[src/rtl/router_sync_n.sv]
// Router write steering plus per-channel inactivity watchdog; sel registers in one cycle, steering/valid are combinational.
// No backpressure of its own: a full selected FIFO simply suppresses wr_en and is reported on fifo_full.
module router_sync_n #(
    parameter int NUM_CH  = 3,
    parameter int ADDR_W  = 2,
    parameter int TIMEOUT = 30
) (
    input  logic              clk,
    input  logic              rst,
    input  logic [ADDR_W-1:0] din,
    input  logic              detect_addr,
    input  logic              wr_en_reg,
    input  logic [NUM_CH-1:0] full,
    input  logic [NUM_CH-1:0] empty,
    input  logic [NUM_CH-1:0] rd_en,
    output logic [ADDR_W-1:0] sel,
    output logic [NUM_CH-1:0] wr_en,
    output logic              fifo_full,
    output logic              addr_err,
    output logic [NUM_CH-1:0] vld_out,
    output logic [NUM_CH-1:0] soft_reset
);

    localparam int CNT_W = (TIMEOUT > 1) ? $clog2(TIMEOUT) : 1;
    localparam logic [CNT_W-1:0] CNT_LAST = CNT_W'(TIMEOUT - 1);

    logic             addr_valid;
    logic [CNT_W-1:0] cnt [NUM_CH];

    assign addr_valid = (int'(sel) < NUM_CH);
    assign addr_err   = ~addr_valid;
    assign vld_out    = ~empty;

    // Decode by loop so an out-of-range sel never indexes past the full vector.
    always_comb begin
        wr_en     = '0;
        fifo_full = 1'b0;
        for (int i = 0; i < NUM_CH; i++) begin
            if (addr_valid && int'(sel) == i) begin
                fifo_full = full[i];
                wr_en[i]  = wr_en_reg & ~full[i];
            end
        end
    end

    always_ff @(posedge clk) begin
        if (rst) begin
            sel        <= '0;
            soft_reset <= '0;
            for (int i = 0; i < NUM_CH; i++) begin
                cnt[i] <= '0;
            end
        end else begin
            if (detect_addr) begin
                sel <= din;
            end
            for (int i = 0; i < NUM_CH; i++) begin
                soft_reset[i] <= 1'b0;
                // Any read, empty cycle or pulse restarts the full window.
                if (soft_reset[i] || empty[i] || rd_en[i]) begin
                    cnt[i] <= '0;
                end else if (cnt[i] == CNT_LAST) begin
                    soft_reset[i] <= 1'b1;
                    cnt[i]        <= '0;
                end else begin
                    cnt[i] <= cnt[i] + 1'b1;
                end
            end
        end
    end

endmodule

[config.mk]
export PLATFORM = sky130hd
export DESIGN_NAME = router_sync_n
export DESIGN_NICKNAME = d
export VERILOG_FILES = /design/src/rtl/router_sync_n.sv
export SDC_FILE = /design/constraint.sdc
export NUM_CORES = 1
export LEC_CHECK = 0
export CAP_MARGIN = 20
export CORE_ASPECT_RATIO = 1.2
export CORE_MARGIN = 2
export CORE_UTILIZATION = 35
export DETAILED_ROUTE_END_ITERATION = 12
export SYNTH_ARGS = -nofsm -noshare
export SYNTH_HDL_FRONTEND = slang
export SYNTH_SLANG_ARGS = --single-unit
[constraint.sdc]
create_clock -name clk -period 1.65 [get_ports clk]
set_input_delay 0.2475 -clock clk [delete_from_list [all_inputs] [get_ports clk]]
set_output_delay 0.2475 -clock clk [all_outputs]
set_load 0.005 [all_outputs]
==> Yosys cells after proc, flatten, opt, wreduce, memory -nomap -nowiden <==
Memories as Yosys holds them, arrays and structs flattened.
Index checks and enable logic that the tools add are counted.
{ "word_totals": {"ff_bits": 5, "ramBits": 15, "inputBits": 15, "out_inout_bits": 13, "n_memories": 1} }
{ "memory_table": {"columns": ["memory", "depth", "width", "rd", "rd_clocked_by_memory_dff", "write_ports", "line_no", "text"], "rows": [
  ["cnt", 3, 5, 3, 0, 3, "28", "logic [CNT_W-1:0] cnt [NUM_CH];"]
]} }
{ "classes": {"n_addsub": 3, "n_lt_le_gt_ge": 1, "eq_ne": 5, "n_mux": 50, "bitwise": 17, "n_reduce_logical": 10} }
{ "op_table": {"columns": ["op", "n"], "rows": [
  ["$mux 5", 9],
  ["$mux 1", 41],
  ["$add 5x1->5 const B", 3],
  ["$eq 5x5->1 const B", 3],
  ["$or 1x1->1", 9],
  ["$logic_or 1x1->1", 6],
  ["$eq 2x2->1 const B", 2],
  ["$not 1->1", 4],
  ["$and 1x1->1", 3],
  ["$logic_and 1x1->1", 3],
  ["$not 3->3", 1],
  ["$logic_not 2->1", 1],
  ["$lt 2x2->1 const B", 1]
]} }

==> Depth between registers and ports, before layout <==
{ "depth": {"ltp_word": 8, "depth_mapped": 5, "mapped_depth_nobuf": 5} }

==> Worst setup path after synthesis <==
OpenSTA, ideal clock, no wires.
{ "synth_timing": {"kind": "register -> register", "start": "mem cnt[1][0] (netlist name)", "end": "mem cnt[1][4] (netlist name), data pin", "setup_time_ns": 0.257, "arrival_time_ns": 0.914, "path_slack_ns": 0.480, "stages_incl_launch_ff": 5, "cell_sequence": "edfxtp_1 -> ha_1 -> nand3_1 -> xor2_1 -> nor2_1"} }
{ "synth_rtl": {"columns": ["item", "line_no"], "rows": [
  ["start, declared", "28"]
]} }

==> Worst setup path after layout <==
{ "layout_timing": {"start": "reg sel[0]", "end": "out addr_err"} }
{ "layout_via": {"elab_chain_cells": 2} }
{ "layout_rtl": {"columns": ["item", "line_no", "text"], "rows": [
  ["start, declared", "16", "output logic [ADDR_W-1:0] sel,"],
  ["start signal, assigned", "55", "sel <= din;"],
  ["$lt 2x2->1", "30", "assign addr_valid = (int'(sel) < NUM_CH);"],
  ["$not 1->1", "31", "assign addr_err = ~addr_valid;"],
  ["end, declared", "19", "output logic addr_err,"]
]} }
Every way passes these cells.

==> impl_metrics.ini <==
[outcome]
status = finished, final reports clean

[logic_synthesis]
synth_area_per_cell_um2 = 11.5
async_reset_ff_frac = 0
netlist_area_um2 = 988
ys_seq_area_frac = 0.557
yosysUniqueCellTypes = 19
synth_flop_cell = edfxtp_1
synth_seq_cells = 20
syn_inst = 86
ys_warn_count = 0
synth-edff-count = 15

[floorplanning]
core-area_um2 = 2730
row_count = 21
fp.dieH_um = 62.2
die_area_um2 = 3270
initial_utilization = 0.362
fp.dieW_um = 52.5
io_pins = 28

[final_layout]
final_util = 0.511
fill_cells = 264
area_growth_pct = 41.3
diodes = 0
layout_common_cells = clkdlybuf4s50_1, nor2_1, edfxtp_1, conb_1
layout-drive-gt1-share = 0.0758
layout.cells.non_filler = 166
register_area_um2 = 558
final_common_cell = clkdlybuf4s50_1
nNetsFinal = 154
finalInstanceArea_um2 = 1400
multiInputGateArea_um2 = 474

[power]
ir_drop_uv = 394
power.density_nw_per_um2 = 677
p_leak_nw = 0.551

[sta]
fin_worst_skew_ns = 0.00694
rsz0062_at_grt = false
setup_viol = 0
fin_crit_sh = 0.949
period_needed_ns = 1.57
slew_violations = 0
fin_ws_ns = 0.0846
fmax_mhz = 639
finalHoldViolations = 0
hold-worst-slack_ns = 0.560

[critical_path]
critPathMaxFanout = 8
path_buf_inv = 1
crit_chain = and2_1 > clkdlybuf4s50_1
critPathKind = reg -> out
crit_slowest_cell = clkdlybuf4s50_1
slowest_delay_ns = 0.50
worstSetupStartpointType = flip-flop
crit_family = buffers and inverters
worstPathRequired_ns = 1.40
crit_arrival_ns = 1.32
setup.worst_path.end_class = primary output

[drt]
drt-pass1-iter-count = 3
ant_nets = 0
postRouteWirelength_mm = 1.77
viasPerCell = 4.53
wire_per_inst_um = 10.7
detailedRoute.firstIterationViolations = 11
vias = 752
drc = 0

[grt]
antenna_found_initial = 0
grt_usage = 0.124
overflow = 0
grt_pass1_vias = 773
grt_pass1_wl_mm = 3.10
grt_max_degree = 12

[placement]
dp_slack_ns = -0.187
dpl_cell_area_um2 = 1360
post-place-cells = 162
hpwl_mm = 1.44
gp_congestion = 0.771
portBuffers = 27

[hold_path]
hp-class = in -> reg

[clocking]
cts_tree = built
htree_levels = 1
cts_setup_buffers = 0
cts_hold_buf = 0
clockRootBuffer = clkbuf_4
path_clk_slew_ns = 0.11
cts_inserted_buffers = 3
clk_latency_ns = 0.30
clockBufferDepth = 2
clkSinkCount = 20

[run]
cap_violations = 0
## synthesized netlist by cell type, types with 2 or more instances
master | instances | share of area
xor2_1 | 6 | 0.053
mux2i_1 | 3 | 0.030
nand2_1 | 3 | 0.011
xnor2_1 | 3 | 0.027
dfxtp_1 | 5 | 0.10
inv_1 | 6 | 0.023
nor4_2 | 3 | 0.038
nor2_1 | 17 | 0.065
nor4bb_1 | 2 | 0.020
ha_1 | 6 | 0.076
nand3_1 | 6 | 0.030
edfxtp_1 | 15 | 0.46
nand4_1 | 3 | 0.019
nor2b_1 | 3 | 0.019
## stage by stage
step / power (W) / setup TNS (ns)
4_1_cts: 0.000963 / 0
5_1_grt: 0.000995 / 0
2_1_floorplan: 0.000641 / 0
6_report: 0.000946 / 0
3_5_place_dp: 0.000720 / -0.541
3_3_place_gp: 0.000717 / -0.409
## cells by family (layout without fill, tap and decap cells)
logic type | Yosys count | after routing | synth area share
AO/OA/AOI/OAI | 1 | 1 | 0.00506
XOR/XNOR | 9 | 9 | 0.0798
adder cells (fa/ha/maj) | 6 | 6 | 0.0759
buffers and inverters | 6 | 38 | 0.0228
flip-flops | 20 | 20 | 0.557
multiplexers | 3 | 3 | 0.0304
other | 1 | 15 | 0.00379
AND/OR/NAND/NOR | 40 | 40 | 0.225
## worst reg2reg max path: cells and delay by family, from the launching register on
| kind | cells | cell delay (ns) |
|---|---|---|
| adder cells (fa/ha/maj) | 1 | 0.25 |
| AND/OR/NAND/NOR | 2 | 0.15 |
| XOR/XNOR | 1 | 0.16 |
| flip-flops | 1 | 0.45 |
## layer usage
layer  share of wire  up-vias  GRT usage
met5               0        -          0
met4               0        0     0.0385
met3           0.030        0     0.0264
met2            0.53       11      0.225
met1            0.44      367      0.138
li1                -      374          -
## path summary, 6_finish.rpt
path,startpoint,endpoint,slack (ns),cells after the start
max,sel[0],addr_err,0.08,2
min,din[0],sel[0],0.56,3
max reg2reg,cnt[1][0],cnt[1][4],0.40,4
min reg2reg,soft_reset[0],soft_reset[0],0.56,2
## cell type report
type	count	share of cell area
repair buffers	28	0.195
multi-input cells	74	0.340
inverters	6	0.0161
flip-flops and latches	20	0.400
well taps	34	0.0305
clock buffers	4	0.0188
## sequential cells by signal (all words and copies together) (netlist names)
signal,count
cnt,15
soft_reset,3
sel,2
## report_power, final
part	leakage [nW]	total (W)	switching, W	internal, W
sequential	0.196	0.000583	0.0000219	0.000562
clock	0.0150	0.000241	0.000147	0.0000940
combinational	0.339	0.000121	0.0000463	0.0000742
## what timing repair did
item / in CTS / in global routing
gates cloned: 0 / 0
resized for setup: 7 / 2
endpoints found under the setup margin: 5 / 1
Note: power is estimated with default switching activity, not from simulation.
